[src/rtl/fu_chk_delay.sv]
// Valid-tagged shift register carrying {idx, gold} alongside the fu operands.
module fu_chk_delay #(
  parameter int W = 8,
  parameter int D = 2
) (
  input  logic         clk,
  input  logic         rst,
  input  logic         flush,
  input  logic         in_vld,
  input  logic [W-1:0] in_data,
  output logic         out_vld,
  output logic [W-1:0] out_data,
  output logic         pending
);

  logic [D-1:0] vld_p;
  logic [W-1:0] data_p [D];

  always_ff @(posedge clk) begin
    if (rst || flush) begin
      vld_p <= '0;
    end else begin
      vld_p[0] <= in_vld;
      for (int i = 1; i < D; i++) vld_p[i] <= vld_p[i-1];
    end
  end

  always_ff @(posedge clk) begin
    data_p[0] <= in_data;
    for (int i = 1; i < D; i++) data_p[i] <= data_p[i-1];
  end

  // The last stage is compared this cycle, so only earlier stages count as pending.
  always_comb begin
    pending = 1'b0;
    for (int i = 0; i < D - 1; i++) pending = pending | vld_p[i];
  end

  assign out_vld  = vld_p[D-1];
  assign out_data = data_p[D-1];

endmodule

[config.mk]
export PLATFORM = sky130hd
export DESIGN_NAME = fu_chk_delay
export DESIGN_NICKNAME = d
export VERILOG_FILES = /design/src/rtl/fu_chk_delay.sv
export SDC_FILE = /design/constraint.sdc
export NUM_CORES = 1
export LEC_CHECK = 0
export CAP_MARGIN = 20
export CORE_AREA = 2 2 39 41
export DETAILED_ROUTE_END_ITERATION = 7
export DIE_AREA = 0 0 41 43
export PLACE_DENSITY = 0.79
export REMOVE_ABC_BUFFERS = 1
export SETUP_SLACK_MARGIN = 0.02
export SYNTH_ARGS = -nofsm -noshare
export SYNTH_HDL_FRONTEND = slang
export SYNTH_SLANG_ARGS = --single-unit
[constraint.sdc]
create_clock -name clk -period 1.35 [get_ports clk]
set_input_delay 0.27 -clock clk [delete_from_list [all_inputs] [get_ports clk]]
set_output_delay 0.27 -clock clk [all_outputs]
set_load 0.1 [all_outputs]
* Yosys cells after proc, flatten, opt, wreduce, memory -nomap -nowiden
Memories as Yosys holds them, arrays and structs flattened.
Cells that the tools add are included.
** Operators by class
- Reductions and logical operators :: 1
** Operators by type and width (number)
- $logic_or A1 B1 Y1 :: 1
** Storage, ports and cells
- Register bits after elaboration :: 2
- Memory bits (writable) :: 16
- Input port bits :: 12
- Output and inout bits :: 10
- Logic and storage cells :: 3
- Memories kept :: 1
** Memory list
- data_p :: words 2, bits a word 8, read ports 2, clocked after Yosys merged registers in 0, wr ports 2, RTL line 17 : logic [W-1:0] data_p [D];

* Logic depth before layout (Yosys ltp)
Gate-level depths: netlist of the first run.
- Word-level depth :: 1
- Depth in mapped cells :: 1

* Least setup slack after synthesis of the first run
No wires, ideal clock.
- Path type :: reg2reg
- Start point :: reg vld_p[0]
- End point :: reg vld_p[1]
- Library setup time :: 0.080 ns
- Arrival :: 1.156 ns
- Slack :: 0.114 ns
- Stages on the path, launching flop included :: 2
- Path buffers :: 0
- Period minus slack after synthesis :: 1.236 ns
- Cells stage by stage :: dfxtp_1 > nor3b_1
** RTL lines
- start: declaration :: RTL line 16 : logic [D-1:0] vld_p;
- start signal: assignment :: RTL line 23 : vld_p[0] <= in_vld;
No word-level cell between the ends.

* Worst setup path in the final report of the first run
- Start point :: reg vld_p[0]
- End point :: out pending
** RTL lines
- end: declaration :: RTL line 13 : output logic pending
No word-level cell between the ends.

==> impl_metrics.env, run 1 <==
export IMPL_status="finished, final reports clean"
export IMPL_antennaDiodeCount=0
export IMPL_pwr_share_clk_pct=28.2
export IMPL_tritoncts="yes"
export IMPL_nFillCells=120
export IMPL_worst_slew_pin_slew_ns=0.161
export IMPL_slew_viol_final=0
export IMPL_first_pass_iters=2
export IMPL_synthTopCellsByArea="dfxtp_1 83%, buf_4 14%, nor3b_1 3.4%"
export IMPL_htreeDepth=1
export IMPL_syn_inst=28
export IMPL_synth_area_sq_um=435
export IMPL_hold_path_class="reg2reg"
export IMPL_ys_types=3
export IMPL_ir_worst_vdd_mv=0.762
export IMPL_clk_pin_slew_ns=0.09
export IMPL_vias=231
export IMPL_crit_type="reg2out"
export IMPL_synth_top_area_share_pct=82.8
export IMPL_clock_fmax_ghz=0.881
export IMPL_holdPathStages=0
export IMPL_slew_headroom_pct=89.2
export IMPL_clk_path_buf_depth=2
export IMPL_coreArea_sq_mm=0.00138
export IMPL_route_detailed_wl_per_inst_microns=9.34
export IMPL_row_count=14
export IMPL_hp_start="data_p[0][5]"
export IMPL_power_density_mw_per_mm2=1440
export IMPL_antenna_left=0
export IMPL_hold_buffers=0
export IMPL_drc=0
export IMPL_period_share_pct=84.1
export IMPL_holdPathEnd="data_p[0][13]"
export IMPL_die_w_microns=41
export IMPL_setup_worst_path_end_class="primary output"
export IMPL_comb_power_share_pct=18.3
export IMPL_fin_skew_ns=0.00146
export IMPL_root_buffer="clkbuf_4"
export IMPL_arrival_ns=0.86
export IMPL_final_util_pct=53.6
export IMPL_ios=22
export IMPL_path_delay_family="flip-flops"
export IMPL_final_nets=58
export IMPL_drive_above_1_share_pct=31.1
export IMPL_synth_area_leader_cell="dfxtp_1"
export IMPL_yosysSeqAreaShare_pct=82.8
export IMPL_r2r_slack_ns=0.68
export IMPL_cts_setup_buffers=0
export IMPL_fp_dieH_microns=43
export IMPL_overflow=0
export IMPL_path_max_fanout=2
export IMPL_cts_repair_resized=0
export IMPL_setup_tns_final_ns=0
export IMPL_grt_pass1_wl_microns=821
export IMPL_grt_pass1_vias=208
export IMPL_totalWireLength_microns=570
export IMPL_cp_start_kind="flop"
export IMPL_synth_seq_cells=18
export IMPL_ys_warnings_count=0
export IMPL_final_cell_area_sq_um=742
export IMPL_setup_viol=0
export IMPL_r2r_end="vld_p[1]"
export IMPL_dieArea_sq_mm=0.00176
export IMPL_critical_path_depth=1
export IMPL_worstPathCellList="buf_12"
export IMPL_p_seq_share_pct=53.4
export IMPL_antenna_found_initial=0
export IMPL_r2r_start="vld_p[0]"
export IMPL_cp_slowest_cell="dfxtp_1"
export IMPL_cts_buffers=3
export IMPL_avgSynthCellArea_sq_um=15.6
export IMPL_switchingPower_w=0.000268
export IMPL_sw_frac_of_total_pct=25.0
export IMPL_finalHoldViolCount=0
export IMPL_grt_start_max_net_pins=11
export IMPL_required_ns=1.08
export IMPL_p_leak_nw=0.310
export IMPL_clock_sinks=18
export IMPL_intPower_w=0.000804
export IMPL_reg2reg_depth=1
export IMPL_p_total_w=0.00107
export IMPL_cap_violations=0
export IMPL_start_util_pct=31.5
export IMPL_syn2layout_area_growth_pct=70.4
export IMPL_fin_crit_ns=1.13
export IMPL_grt_usage_pct=7.97
export IMPL_via_per_inst=3.79
export IMPL_port_buffers=21
export IMPL_insertion_delay_ns=0.28
export IMPL_critPathBufInv=1
export IMPL_place_area_sq_um=706
export IMPL_crit_path_max_incr_delay_ns=0.39
export IMPL_gp_congestion=0.629
export IMPL_rsz0062_at_grt="false"
export IMPL_drt_iter0_drc=1
## final cells by class
type / instances / area [sq um] / share of cell area [%]
tap: 16 / 20.0 / 2.70
timing repair buffer: 21 / 310 / 41.8
multi-input combinational: 2 / 15.0 / 2.02
sequential: 18 / 360 / 48.6
clock buffer: 4 / 36.3 / 4.89
## Yosys cell counts
cell,count
dfxtp_1,18
buf_4,8
nor3b_1,2
## layout by cell type (no fill, tap or decap), drive strengths merged
cell type,instances
clkbuf,4
buf,10
clkdlybuf4s50,11
dfxtp,18
nor3b,2
## worst max-delay path by stage
stage	from	end
global placement	flush	vld_p[1]
CTS	vld_p[0]	pending
floorplan	vld_p[0]	vld_p[1]
global route	vld_p[0]	pending
finish	vld_p[0]	pending
detailed placement	flush	vld_p[1]
## per-layer routing
metal	vias up	part of all wire, %	global-route usage (%)
li1	111	-	-
met1	100	38	8.16
met2	18	51	10.3
met3	2	10	3.14
met4	0	1.2	10.0
met5	-	0	0
## power groups by stage
stage | Combinational (W) | Sequential, W | Clock (W)
floorplan | 0.00000153 | 0.000681 | 0
global placement | 0.000196 | 0.000584 | 0
detailed placement | 0.000198 | 0.000586 | 0
CTS | 0.000198 | 0.000573 | 0.000321
global route | 0.000201 | 0.000576 | 0.000340
finish | 0.000196 | 0.000573 | 0.000302
## sequential cells by signal, summed over array words and instances, names as in the netlist
| name | flops |
|---|---|
| vld_p | 2 |
| data_p | 16 |
## logic make-up (layout without fill, tap and decap cells)
kind of cell           Yosys count  count (layout)  synth area share, %
AND/OR/NAND/NOR                  2               2                 3.45
buffers and inverters            8              25                 13.8
flip-flops                      18              18                 82.8
## metrics by stage
step	hold slack, ns	setup WS (ns)	instances
after global routing	0.347	0.172	61
after floorplan	0.298	0.114	20
after CTS	0.335	0.185	61
final	0.335	0.215	61
after global placement	0.314	0.411	57
after detailed placement	0.313	0.360	57
Note: power is estimated with default switching activity, not from simulation.
==> inputs of run 2 (changes only) <==
Settings changed: CORE_AREA 2 2 39 41 to default, CORE_MARGIN from default to 2, CORE_UTILIZATION from default to 32, DIE_AREA 0 0 41 43 to default, PLACE_DENSITY 0.79 to 0.8.
Clock period 1.35 ns to 1 ns, I/O delays scaled along.
==> run 2 against run 1 <==
Net effect:
- sequential share of layout area increased by 0.45 points
- non-clock buffer count rose by 1
- highest routed layer is now met3
- die area shrank 5.2%
- the run now ends with setup timing left
- final area up 2.5%
- critical endpoint unchanged
==> impl_metrics.env, run 2 (same netlist as run 1, synthesis figures left out) <==
export IMPL_row_count=13
export IMPL_sw_frac_of_total_pct=25.1
export IMPL_antennaDiodeCount=0
export IMPL_path_delay_family="flip-flops"
export IMPL_rsz0062_at_grt="true"
export IMPL_syn2layout_area_growth_pct=74.7
export IMPL_status="finished, violations left"
export IMPL_grt_start_max_net_pins=11
export IMPL_clk_path_buf_depth=2
export IMPL_worstPathCellList="buf_12"
export IMPL_power_density_mw_per_mm2=1920
export IMPL_pwr_share_clk_pct=28.3
export IMPL_r2r_start="vld_p[0]"
export IMPL_switchingPower_w=0.000366
export IMPL_clock_sinks=18
export IMPL_path_max_fanout=2
export IMPL_gp_congestion=0.615
export IMPL_route_detailed_wl_per_inst_microns=9.23
export IMPL_root_buffer="clkbuf_4"
export IMPL_setup_ws_ns=-0.0100
export IMPL_antenna_found_initial=0
export IMPL_slew_viol_final=0
export IMPL_intPower_w=0.00109
export IMPL_p_leak_nw=0.316
export IMPL_finalHoldViolCount=0
export IMPL_placed_cells=56
export IMPL_dieArea_sq_mm=0.00167
export IMPL_required_ns=0.80
export IMPL_tritoncts="yes"
export IMPL_largest_register="data_p"
export IMPL_fin_skew_ns=0.00118
export IMPL_fin_crit_ns=1.01
export IMPL_port_buffers=21
export IMPL_vias=234
export IMPL_cap_violations=0
export IMPL_crit_type="reg2out"
export IMPL_slew_headroom_pct=89.8
export IMPL_ir_worst_vdd_mv=1.30
export IMPL_fin_hold_ws_ns=0.332
export IMPL_via_per_inst=3.84
export IMPL_crit_path_max_incr_delay_ns=0.36
export IMPL_overflow=0
export IMPL_cp_slowest_cell="dfxtp_2"
export IMPL_worst_slew_pin_slew_ns=0.153
export IMPL_setup_worst_path_end_class="primary output"
export IMPL_period_share_pct=101
export IMPL_grt_usage_pct=9.11
export IMPL_hp_start="data_p[0][4]"
export IMPL_grt_pass1_wl_microns=883
export IMPL_violations="setup timing"
export IMPL_crit_path_start="vld_p[0]"
export IMPL_die_w_microns=40.9
export IMPL_antenna_left=0
export IMPL_mostFrequentLayoutCells="11 x clkdlybuf4s50_1, 10 x dfxtp_2, 10 x buf_12, 8 x dfxtp_1, 3 x clkbuf_4"
export IMPL_first_pass_iters=1
export IMPL_final_common_cell="clkdlybuf4s50_1"
export IMPL_arrival_ns=0.81
export IMPL_clk_pin_slew_ns=0.09
export IMPL_fp_dieH_microns=40.9
export IMPL_insertion_delay_ns=0.27
export IMPL_drt_iter0_drc=0
export IMPL_reg_top3="data_p x16, vld_p x2"
export IMPL_setup_viol=2
export IMPL_final_util_pct=59.2
export IMPL_clock_fmax_ghz=0.990
export IMPL_drive_above_1_share_pct=54.3
export IMPL_coreArea_sq_mm=0.00128
export IMPL_final_nets=59
export IMPL_start_util_pct=33.9
export IMPL_drc=0
export IMPL_hold_buffers=0
export IMPL_totalWireLength_microns=563
export IMPL_largest_reg_flops=16
export IMPL_hold_path_class="reg2reg"
export IMPL_critPathBufInv=1
export IMPL_cts_buffers=3
export IMPL_p_seq_share_pct=53.3
export IMPL_setup_tns_final_ns=-0.0113
export IMPL_comb_power_share_pct=18.4
export IMPL_cp_start_kind="flop"
export IMPL_ios=22
export IMPL_htreeDepth=1
export IMPL_grt_pass1_vias=214
export IMPL_stdcell_count=61
export IMPL_p_total_w=0.00146
-- run 2: area by class of cell --
type                            count  area [sq um]
Multi-Input combinational cell      2          15.0
Clock buffer                        4          36.3
Fill cell                         108           524
Sequential cell                    18           373
Tap cell                           15          18.8
Timing Repair Buffer               22           318
-- run 2: power by group through the flow --
stage                     registers [W]  clock network [W]   logic (W)
after CTS                      0.000778           0.000426    0.000267
after floorplan                0.000919                  0  0.00000206
after global routing           0.000781           0.000463    0.000276
after global placement         0.000789                  0    0.000266
final                          0.000777           0.000413    0.000268
after detailed placement       0.000791                  0    0.000267
-- run 2: path summary, 6_finish.rpt --
kind | end | cells after the start | slack, ns
max | pending | 1 | -0.01
min | data_p[0][12] | 0 | 0.33
max reg2reg | vld_p[1] | 2 | 0.30
min reg2reg | data_p[0][12] | 0 | 0.33
-- run 2: what timing repair did --
action / CTS / global route
setup buffers: 0 / 1
setup endpoints to repair: 10 / 10
resized for setup: 10 / 0
-- run 2: through the flow --
step	setup slack, ns	cell area (sq um)
3_5_place_dp	0.0772	704
4_1_cts	-0.0171	753
6_report	-0.0100	761
5_1_grt	-0.0485	761
2_1_floorplan	-0.236	375
3_3_place_gp	0.126	704
-- run 2: per-layer routing --
metal	GRT usage [%]	vias up	part of all wire [%]
met5	0	-	0
met4	7.50	0	0
met3	4.89	0	18
met2	14.5	22	47
met1	8.50	97	36
li1	-	115	-
==> inputs of run 3 (changes only) <==
Settings changed: CORE_AREA from default to 2 2 39 41, CORE_MARGIN 2 to default, CORE_UTILIZATION 32 to default, DIE_AREA from default to 0 0 41 43, PLACE_DENSITY 0.8 to 0.79.
Clock period 1 ns to 1.1 ns, I/O delays scaled along.
==> run 3 against run 2 <==
Net effect:
- the flow now finishes without violations
- die area is 5.5% higher
- worst setup slack better by 0.067 ns
- register-to-register slack improved by 0.18 ns
- largest power group unchanged
- highest routed layer is now met4
==> impl_metrics.env, run 3 (same netlist as run 1, synthesis figures left out) <==
export IMPL_crit_type="reg2out"
export IMPL_insertion_delay_ns=0.28
export IMPL_critPathBufInv=1
export IMPL_antenna_found_initial=0
export IMPL_fin_crit_ns=1.04
export IMPL_reg_top3="data_p x16, vld_p x2"
export IMPL_tritoncts="yes"
export IMPL_first_pass_iters=2
export IMPL_cp_start_kind="flop"
export IMPL_antenna_left=0
export IMPL_drive_above_1_share_pct=44.4
export IMPL_final_nets=58
export IMPL_arrival_ns=0.82
export IMPL_p_leak_nw=0.310
export IMPL_fin_skew_ns=0.00146
export IMPL_via_per_inst=3.79
export IMPL_grt_pass1_vias=208
export IMPL_power_density_mw_per_mm2=1760
export IMPL_hold_path_class="reg2reg"
export IMPL_worstPathCellList="buf_12"
export IMPL_reg2reg_depth=1
export IMPL_worst_slew_pin_slew_ns=0.161
export IMPL_drc=0
export IMPL_mostFrequentLayoutCells="12 x dfxtp_1, 11 x clkdlybuf4s50_1, 10 x buf_12, 6 x dfxtp_2, 3 x clkbuf_4"
export IMPL_syn2layout_area_growth_pct=72.1
export IMPL_vias=231
export IMPL_dieArea_sq_mm=0.00176
export IMPL_cts_setup_buffers=0
export IMPL_gp_congestion=0.629
export IMPL_critical_path_depth=1
export IMPL_totalWireLength_microns=571
export IMPL_port_buffers=21
export IMPL_cts_buffers=3
export IMPL_grt_start_max_net_pins=11
export IMPL_clock_fmax_ghz=0.959
export IMPL_setup_worst_path_end_class="primary output"
export IMPL_clk_path_buf_depth=2
export IMPL_largest_reg_flops=16
export IMPL_cap_violations=0
export IMPL_clk_pin_slew_ns=0.09
export IMPL_htreeDepth=1
export IMPL_crit_path_max_incr_delay_ns=0.37
export IMPL_drt_iter0_drc=1
export IMPL_ios=22
export IMPL_grt_pass1_wl_microns=821
export IMPL_rsz0062_at_grt="false"
export IMPL_route_detailed_wl_per_inst_microns=9.36
export IMPL_clock_sinks=18
export IMPL_holdPathStages=0
export IMPL_stdcell_count=61
export IMPL_largest_register="data_p"
export IMPL_grt_usage_pct=7.97
export IMPL_setup_viol=0
export IMPL_overflow=0
export IMPL_nFillCells=117
export IMPL_coreArea_sq_mm=0.00138
export IMPL_start_util_pct=31.5
export IMPL_path_delay_family="flip-flops"
export IMPL_fp_dieH_microns=43
export IMPL_ir_worst_vdd_mv=0.935
export IMPL_root_buffer="clkbuf_4"
export IMPL_period_share_pct=94.8
export IMPL_antennaDiodeCount=0
export IMPL_setup_ws_ns=0.0567
export IMPL_status="finished, final reports clean"
export IMPL_placed_cells=57
export IMPL_cp_slowest_cell="dfxtp_1"
export IMPL_required_ns=0.88
export IMPL_slew_headroom_pct=89.2
export IMPL_die_w_microns=41
export IMPL_dpl_worst_slack_ns=0.160
export IMPL_final_common_cell="dfxtp_1"
export IMPL_finalHoldViolCount=0
export IMPL_path_max_fanout=1
export IMPL_row_count=14
export IMPL_slew_viol_final=0
[run 3: metrics by stage]
stage               hold WS [ns]  instance area, sq um  total power [W]  utilization, %  TNS (ns)
finish                     0.332                   749          0.00132            54.2         0
global route               0.346                   749          0.00137            54.2         0
CTS                        0.335                   743          0.00134            53.7         0
detailed placement         0.313                   706         0.000962            51.0         0
global placement           0.314                   706         0.000958            51.0         0
floorplan                  0.248                   375         0.000837               -    -0.436
[run 3: layer usage]
| layer | part of all wire [%] | vias up | global-route usage, % |
|---|---|---|---|
| met2 | 50 | 18 | 10.3 |
| met4 | 1.2 | 0 | 10.0 |
| li1 | - | 111 | - |
| met5 | 0 | - | 0 |
| met3 | 10 | 2 | 3.14 |
| met1 | 38 | 100 | 8.16 |
[run 3: report_power, final]
part | internal (W) | switching, W | total, W
Clock | 0.000201 | 0.000170 | 0.000371
Sequential | 0.000687 | 0.0000179 | 0.000705
Combinational | 0.000101 | 0.000141 | 0.000242
Total | 0.000989 | 0.000329 | 0.00132
[run 3: worst paths after layout]
check | start | to | slack, ns
max | data_p[0][10] | out_data[2] | 0.06
min | data_p[0][5] | data_p[0][13] | 0.33
max reg2reg | vld_p[0] | vld_p[1] | 0.48
min reg2reg | data_p[0][5] | data_p[0][13] | 0.33
[run 3: area by class of cell]
class,instances,area (sq um),share of cell area (%)
well taps,16,20.0,2.67
flip-flops and latches,18,368,49.1
clock buffers,4,36.3,4.84
multi-input cells,2,15.0,2.00
repair buffers,21,310,41.4
[run 3: repair_timing]
item,CTS,global route
hold buffers,0,0
setup endpoints to repair,1,5
gates resized for setup,1,5
